--- src/rtl/frame_assembler_pkg.sv ---
// frame_assembler_pkg: shared FSM state type and checksum width for the frame assembler.
package frame_assembler_pkg;
  typedef enum logic [1:0] {HUNT, COLLECT, CHECK} state_t;
  localparam int CSUM_W = 8;
endpackage

--- src/rtl/interbyte_timer.sv ---
// interbyte_timer: counts idle enabled cycles and flags expiry after CYCLES of them.
// Ports: clk, rst (async, active-high), clear (restart count), enable (count allowed),
//        expired (combinational, high in the CYCLES-th consecutive idle enabled cycle).
module interbyte_timer #(
  parameter int unsigned CYCLES = 10_000_000
) (
  input  logic clk,
  input  logic rst,
  input  logic clear,
  input  logic enable,
  output logic expired
);
  localparam int W = $clog2(CYCLES + 1);
  logic [W-1:0] r_cnt;
  // a clear in the expiry cycle suppresses the timeout
  assign expired = enable && !clear && r_cnt == W'(CYCLES - 1);
  always_ff @(posedge clk or posedge rst)
    if (rst) r_cnt <= '0;
    else if (clear || !enable || expired) r_cnt <= '0;
    else r_cnt <= r_cnt + 1'b1;
endmodule

--- src/rtl/frame_assembler.sv ---
// frame_assembler: builds fixed-length frames from a byte stream with optional header/checksum.
// Ports: clk, rst (async, active-high); rx_data/rx_valid byte strobe in;
//        frame_data/frame_valid held until frame_ready; byte_cnt payload progress;
//        err_timeout/err_checksum/err_overflow one-cycle error pulses.
module frame_assembler
  import frame_assembler_pkg::*;
#(
  parameter int          BYTES_PER_FRAME = 6,
  parameter bit          MSB_FIRST       = 1,
  parameter bit          USE_HEADER      = 1,
  parameter logic [7:0]  HEADER_BYTE     = 8'hAA,
  parameter bit          USE_CHECKSUM    = 1,
  parameter int unsigned TIMEOUT_CYCLES  = 10_000_000
) (
  input  logic                                 clk,
  input  logic                                 rst,
  input  logic [7:0]                           rx_data,
  input  logic                                 rx_valid,
  output logic [8*BYTES_PER_FRAME-1:0]         frame_data,
  output logic                                 frame_valid,
  input  logic                                 frame_ready,
  output logic [$clog2(BYTES_PER_FRAME+1)-1:0] byte_cnt,
  output logic                                 err_timeout,
  output logic                                 err_checksum,
  output logic                                 err_overflow
);
  localparam int BPF = BYTES_PER_FRAME;
  localparam int CW = $clog2(BPF + 1);
  localparam logic [CW-1:0] LAST = CW'(BPF - 1);
  localparam logic [CW-1:0] FULL = CW'(BPF);
  state_t r_state;
  logic [CW-1:0] r_cnt;
  logic [CSUM_W-1:0] r_sum;
  logic [8*BPF-1:0] r_buf, r_frame, w_buf;
  logic r_fvalid, r_err_to, r_err_cs, r_err_ov;
  logic w_take, w_hdr, w_last, w_chk, w_done, w_bad, w_exp, w_drop;
  // without a header, HUNT accepts the first byte as payload byte 0
  assign w_take = rx_valid && (r_state == COLLECT || (r_state == HUNT && !USE_HEADER));
  assign w_hdr  = rx_valid && r_state == HUNT && USE_HEADER && rx_data == HEADER_BYTE;
  assign w_last = w_take && r_cnt == LAST;
  assign w_chk  = rx_valid && r_state == CHECK;
  assign w_done = (w_last && !USE_CHECKSUM) || (w_chk && rx_data == r_sum);
  assign w_bad  = w_chk && rx_data != r_sum;
  assign w_drop = w_done && r_fvalid && !frame_ready;
  // payload including the byte arriving this cycle, so a checksum-less frame loads with latency 1
  always_comb begin
    w_buf = r_buf;
    for (int i = 0; i < BPF; i++)
      if (w_take && r_cnt == CW'(i)) w_buf[(MSB_FIRST ? BPF - 1 - i : i) * 8 +: 8] = rx_data;
  end
  interbyte_timer #(.CYCLES(TIMEOUT_CYCLES)) u_timer (
    .clk(clk),
    .rst(rst),
    .clear(rx_valid),
    .enable(r_state != HUNT),
    .expired(w_exp)
  );
  always_ff @(posedge clk or posedge rst)
    if (rst) begin
      r_state  <= HUNT;
      r_cnt    <= '0;
      r_sum    <= '0;
      r_buf    <= '0;
      r_frame  <= '0;
      r_fvalid <= 1'b0;
      r_err_to <= 1'b0;
      r_err_cs <= 1'b0;
      r_err_ov <= 1'b0;
    end else begin
      r_err_to <= w_exp;
      r_err_cs <= w_bad;
      r_err_ov <= w_drop;
      if (w_take) r_buf <= w_buf;
      if (w_done && !w_drop) begin
        r_frame  <= w_buf;
        r_fvalid <= 1'b1;
      end else if (frame_ready) r_fvalid <= 1'b0;
      if (w_exp || w_chk) begin
        r_state <= HUNT;
        r_cnt   <= '0;
        r_sum   <= '0;
      end else if (w_last) begin
        r_state <= USE_CHECKSUM ? CHECK : HUNT;
        r_cnt   <= USE_CHECKSUM ? FULL : '0;
        r_sum   <= USE_CHECKSUM ? r_sum + rx_data : '0;
      end else if (w_take) begin
        r_state <= COLLECT;
        r_cnt   <= r_cnt + 1'b1;
        r_sum   <= r_sum + rx_data;
      end else if (w_hdr) r_state <= COLLECT;
    end
  assign frame_data   = r_frame;
  assign frame_valid  = r_fvalid;
  assign byte_cnt     = r_cnt;
  assign err_timeout  = r_err_to;
  assign err_checksum = r_err_cs;
  assign err_overflow = r_err_ov;
endmodule

--- config.mk ---
export PLATFORM = sky130hd
export DESIGN_NAME = frame_assembler
export DESIGN_NICKNAME = d
export VERILOG_FILES = /design/src/rtl/frame_assembler_pkg.sv /design/src/rtl/interbyte_timer.sv /design/src/rtl/frame_assembler.sv
export SDC_FILE = /design/constraint.sdc
export NUM_CORES = 1
export LEC_CHECK = 0
export ABC_AREA = 1
export BUFFER_PORTS_ARGS = -buffer_cell sky130_fd_sc_hd__buf_2
export CORE_UTILIZATION = 55
export DETAILED_ROUTE_END_ITERATION = 7
export PLACE_DENSITY = 0.81
export SYNTH_ARGS = -nofsm -noshare
export SYNTH_HDL_FRONTEND = slang
export SYNTH_SLANG_ARGS = --single-unit
--- constraint.sdc ---
create_clock -name clk -period 9.03 [get_ports clk]
set_input_delay 0.4515 -clock clk [delete_from_list [all_inputs] [get_ports clk]]
set_output_delay 0.4515 -clock clk [all_outputs]
set_load 0.03 [all_outputs]
After elaboration in Yosys (flattened, before gate mapping)
Index checks and enable logic that the tools add are counted.
Operators by class
  add/subtract/negate cells: 3
  multiply operators: 0
  div/mod/pow operators: 0
  $lt $le $gt $ge: 0
  eq/ne operators: 11
  shift operators: 0
  multiplexer cells: 19
  bitwise logic cells: 0
  reduce and logical (&&, ||, !) cells: 30
Operators by type and width (count)
  8-bit 2-to-1 mux: 9
  24-bit by 1-bit adder with 24-bit output, second input constant: 1
  24-bit equality test, second input constant: 1
  24-bit 2-to-1 mux: 1
  1-bit logical AND: 17
  3-bit 2-to-1 mux: 3
  8-bit adder: 1
  8-bit equality test: 1
  8-bit equality test, second input constant: 1
  2-bit 2-to-1 mux: 4
  8-bit inequality test: 1
  3-bit by 2-bit equality test with 1-bit output, second input constant: 2
  3-bit equality test, second input constant: 2
  1-bit logical NOT: 4
  2-bit nonzero test: 2
  4-bit nonzero test: 1
  3-bit by 1-bit adder with 3-bit output, second input constant: 1
  3-bit by 1-bit equality test with 1-bit output, second input constant: 1
  3-bit logical NOT: 1
  1-bit logical OR: 3
  3-bit nonzero test: 1
  2-bit by 1-bit equality test with 1-bit output, second input constant: 1
  2-bit equality test, second input constant: 1
  2-bit logical NOT: 1
  1-bit 2-to-1 mux: 2
Word-level totals
  register bits: 137
  latch bits: 0
  bits in writable memories: 0
  bits in read-only memories: 0
  output and inout port bits: 55
  logic and storage cells: 73
  memories kept: 0

Depth between registers and ports, before layout
  word-level depth: 8
  mapped depth: 12
  depth with buffers taken out: 10

Cells and area by module
From an unflattened synthesis, not the netlist that was laid out.
Second synthesis, totals
  cell total of the unflattened synthesis: 756
  area total of the unflattened synthesis: 6369.9 µm²
By module, submodules not included
  frame_assembler: times used 1, cells each 541, area each 4858.4 µm², sequential area each 2827.7 µm²
  interbyte_timer: times used 1, cells each 215, area each 1511.4 µm², sequential area each 600.6 µm²

Worst setup path before layout
Ideal clock, no wire load.
  kind: input-to-reg
  start: in rx_data[2]
  end: reg r_frame[0], in the netlist frame_data[0]
  library setup time: 0.118 ns
  arrival: 1.767 ns
  data required time: 8.912 ns
  path slack: 7.145 ns
  stages on the path: 12
  cell sequence: ha_1 -> buf_6 -> nor2_1 -> nand3_1 -> nor2_1 -> nand2b_1 -> nor2_4 -> nand2_1 -> buf_6 -> buf_6 -> nand2_1 -> nand2_1
Between the ends
  cells in the longest elaborated chain, start to end: 6
Ends and longest elaborated chain
  start, declared: RTL line frame_assembler.sv:17  | input logic [7:0] rx_data,
  8-bit equality test *: RTL line frame_assembler.sv:42  | assign w_done = (w_last && !USE_CHECKSUM) || (w_chk && rx_data == r_sum);
  1-bit logical AND *: RTL line frame_assembler.sv:42
  1-bit logical AND (2 in a row): RTL line frame_assembler.sv:44  | assign w_drop = w_done && r_fvalid && !frame_ready;
  1-bit logical NOT: RTL line frame_assembler.sv:74  | if (w_done && !w_drop) begin
  1-bit logical AND *: RTL line frame_assembler.sv:74
  end signal, assigned: RTL line frame_assembler.sv:75  | r_frame <= w_buf;
  end, declared: RTL line frame_assembler.sv:34  | logic [8*BPF-1:0] r_buf, r_frame, w_buf;
Every way passes the cells marked *; elsewhere a longest branch is shown, timed or not.
A chain may end at the register's enable or synchronous reset.

Worst setup path after layout
  start: reg r_sum[2]
  end: reg r_frame[41], in the netlist frame_data[41]
Between the ends
  cells in the longest elaborated chain, start to end: 6
Ends and longest elaborated chain
  start, declared: RTL line frame_assembler.sv:33  | logic [CSUM_W-1:0] r_sum;
  start signal, assigned: RTL line frame_assembler.sv:85  | r_sum <= USE_CHECKSUM ? r_sum + rx_data : '0;
  start signal, assigned: RTL line frame_assembler.sv:89  | r_sum <= r_sum + rx_data;
  8-bit equality test *: RTL line frame_assembler.sv:42
  1-bit logical AND *: RTL line frame_assembler.sv:42
  1-bit logical AND (2 in a row): RTL line frame_assembler.sv:44
  1-bit logical NOT: RTL line frame_assembler.sv:74
  1-bit logical AND *: RTL line frame_assembler.sv:74
Marked as above.

==> impl_metrics.json <==
{
  "cap_viol_max_count": 0,
  "firstDrtPassIters": 5,
  "final_area_um2": 7210,
  "drt-total-wl_mm": 14.3,
  "status": "finished clean",
  "reg2reg_slack_ps": 5990,
  "hold_class": "in -> async",
  "ys_types": 29,
  "place.gp.congestion": 0.881,
  "multi_input_area_um2": 2430,
  "slew_viol_final": 0,
  "yosysWarningCount": 0,
  "p_leak_nw": 3.76,
  "post_cts_resized": 0,
  "wl_met2_mm": 6.62,
  "cts_tree": "built",
  "synth_top_area_share_pct": 55.0,
  "ys_ff_latch": 137,
  "power.density_nw_per_um2": 190,
  "place_hpwl_mm": 9.61,
  "die_h_um": 108,
  "synth_commonest_cells": "240 x nand2_1, 137 x dfrtp_1, 76 x nand3_1, 72 x nor2_1, 52 x inv_1",
  "reg2regPathDepth": 10,
  "dr.max_layer_used": "met4",
  "drc": 0,
  "grt_pass1_wl_mm": 23.3,
  "area_growth_pct": 15.7,
  "clkSlewWorstSetupHoldPaths_ps": 60,
  "synthCells": 740,
  "synth_area_leaders": "dfrtp_1 55%, nand2_1 14%, nand3_1 6.1%, nor2_1 4.3%, o21ai_0 3.7%",
  "crit_path_end_kind": "register",
  "ys_seq_area_share_pct": 55.0,
  "crit_arrival_ps": 3340,
  "startpoint_type": "register",
  "finClkSkew_ps": 7.77,
  "wl_met3_um": 844,
  "drt-met1-wl_mm": 6.64,
  "period_share_pct": 33.7,
  "period_minus_slack_ps": 3040,
  "cts_hold_buf": 0,
  "die_w_um": 108,
  "grt_start_max_net_pins": 79,
  "path_max_fanout": 49,
  "post_cts_buffers": 0,
  "diodes": 0,
  "required_ps": 9330,
  "wl_per_cell_um": 15.0,
  "slew_headroom_pct": 27.9,
  "drive_gt1_share_pct": 13.5,
  "whs_ps": 156,
  "fmax_ghz": 0.329,
  "core-area_um2": 10900,
  "avgSynthCellArea_um2": 8.42,
  "drtAntennaViolNets": 0,
  "r2r-end": "frame_data[41]",
  "grt-ovfl-total": 0,
  "syn_area_um2": 6230,
  "hold_viol": 0,
  "clock-sinks": 137,
  "io_buffer_count": 66,
  "ctsHtreeMaxLevel": 4,
  "crit_type": "reg -> reg",
  "fin_nets": 826,
  "insertion_delay_ps": 420,
  "setup_tns_ps": 0,
  "initialDrtViolationCount": 435,
  "design.die.area_um2": 11800,
  "regToRegStartpoint": "r_sum[2]",
  "placed_area_um2": 6590,
  "worst_pin_slew_ps": 1080,
  "ir_drop_uv": 107,
  "synth_nets": 766,
  "cts_buffers": 17,
  "viasPerCell": 5.39,
  "crit_path_end": "frame_data[41]",
  "synth-edff-count": 0,
  "grtUsageTotal_pct": 26.0,
  "setup_violations": 0,
  "crit_start": "r_sum[2]",
  "ys.flop_type": "dfrtp_1",
  "async_reset_ff_share_pct": 100,
  "num_rows": 38,
  "cts-root-buf": "clkbuf_16",
  "ios": 67,
  "initial_core_util_pct": 57.0,
  "antenna_found_initial": 0,
  "clockBufferDepth": 2,
  "finalNonFillerCells": 953,
  "yosysMostFrequentCell": "nand2_1",
  "via_count": 5138,
  "rsz0062_at_grt": "false",
  "register_area_um2": 3430,
  "first_global_vias": 4708,
  "placed_cells": 921,
  "yosys.area.top_type": "dfrtp_1",
  "nFillCells": 893
}
## report_power, final
group / total (W) / switching (W) / internal, W
sequential: 0.000616 / 0.00000119 / 0.000615
combinational: 0.0000323 / 0.0000264 / 0.00000592
clock: 0.000719 / 0.000268 / 0.000451
total: 0.00137 / 0.000296 / 0.00107
## kinds of logic (layout without fill, tap and decap cells)
family | after synthesis | after routing | share of synthesized area (%)
flip-flops | 137 | 137 | 55.0
AO/OA/AOI/OAI | 70 | 70 | 5.66
XOR/XNOR | 14 | 14 | 1.97
AND/OR/NAND/NOR | 424 | 424 | 28.5
adder cells (fa/ha/maj) | 14 | 14 | 2.93
buffers and inverters | 81 | 154 | 5.96
## per-layer routing
metal	vias to the layer above	track usage, %
met1	2441	37.7
met3	25	4.52
met2	177	39.7
met5	-	0
li1	2495	-
met4	0	8.20
## final cells by class
cell class                 count  share of cell area [%]
sequential                   137                    47.5
multi-input combinational    522                    33.7
clock buffer                  19                    6.28
timing repair buffer          69                    4.89
inverter                      53                    2.79
tap                          140                    2.43
clock inverter                13                    2.32
## cell usage in the layout (no fill, tap or decap), types with 3 or more instances in the layout
cell type / n
buf_2: 66
ha_1: 13
clkinv_4: 4
nor2_1: 72
buf_4: 3
o21ai_0: 46
bufinv_16: 3
xor2_1: 10
clkbuf_16: 17
nand3_1: 76
o21ai_1: 6
dfrtp_1: 137
nand2_1: 240
nand4_1: 11
nor3_1: 13
inv_1: 51
or2_2: 3
a21oi_1: 17
xnor2_1: 4
## through the flow
| step | total power, W | setup WS [ps] | util [%] |
|---|---|---|---|
| after global routing | 0.00140 | 5710 | 65.9 |
| after floorplan | 0.000648 | 4910 | - |
| final | 0.00137 | 5990 | 65.9 |
| after global placement | 0.000660 | 6020 | 60.3 |
| after detailed placement | 0.000660 | 5800 | 60.3 |
| after CTS | 0.00137 | 5990 | 65.9 |
## sequential cells by signal (all words and copies together), names as in the netlist
signal,cells
r_sum,8
err_checksum,1
err_overflow,1
r_state,2
frame_data,48
err_timeout,1
frame_valid,1
byte_cnt,3
u_timer.r_cnt,24
r_buf,48
## worst max-delay path, cell delays in order (launching register included)
cell	delay [ps]
dfrtp_1	380
ha_1	390
nor2_1	150
nand3_1	80
nor2_1	90
nand2b_1	140
nor2_4	830
nand2_1	260
buf_4	350
nand2_1	140
nand2_1	70
## worst min path at each step
stage / cells after the start / end
final: 2 / u_timer.r_cnt[14]
after global routing: 2 / u_timer.r_cnt[8]
after CTS: 2 / u_timer.r_cnt[16]
after detailed placement: 2 / frame_data[13]
after global placement: 2 / frame_data[40]
after floorplan: 2 / r_buf[26]
Note: power is estimated with default switching activity, not from simulation.
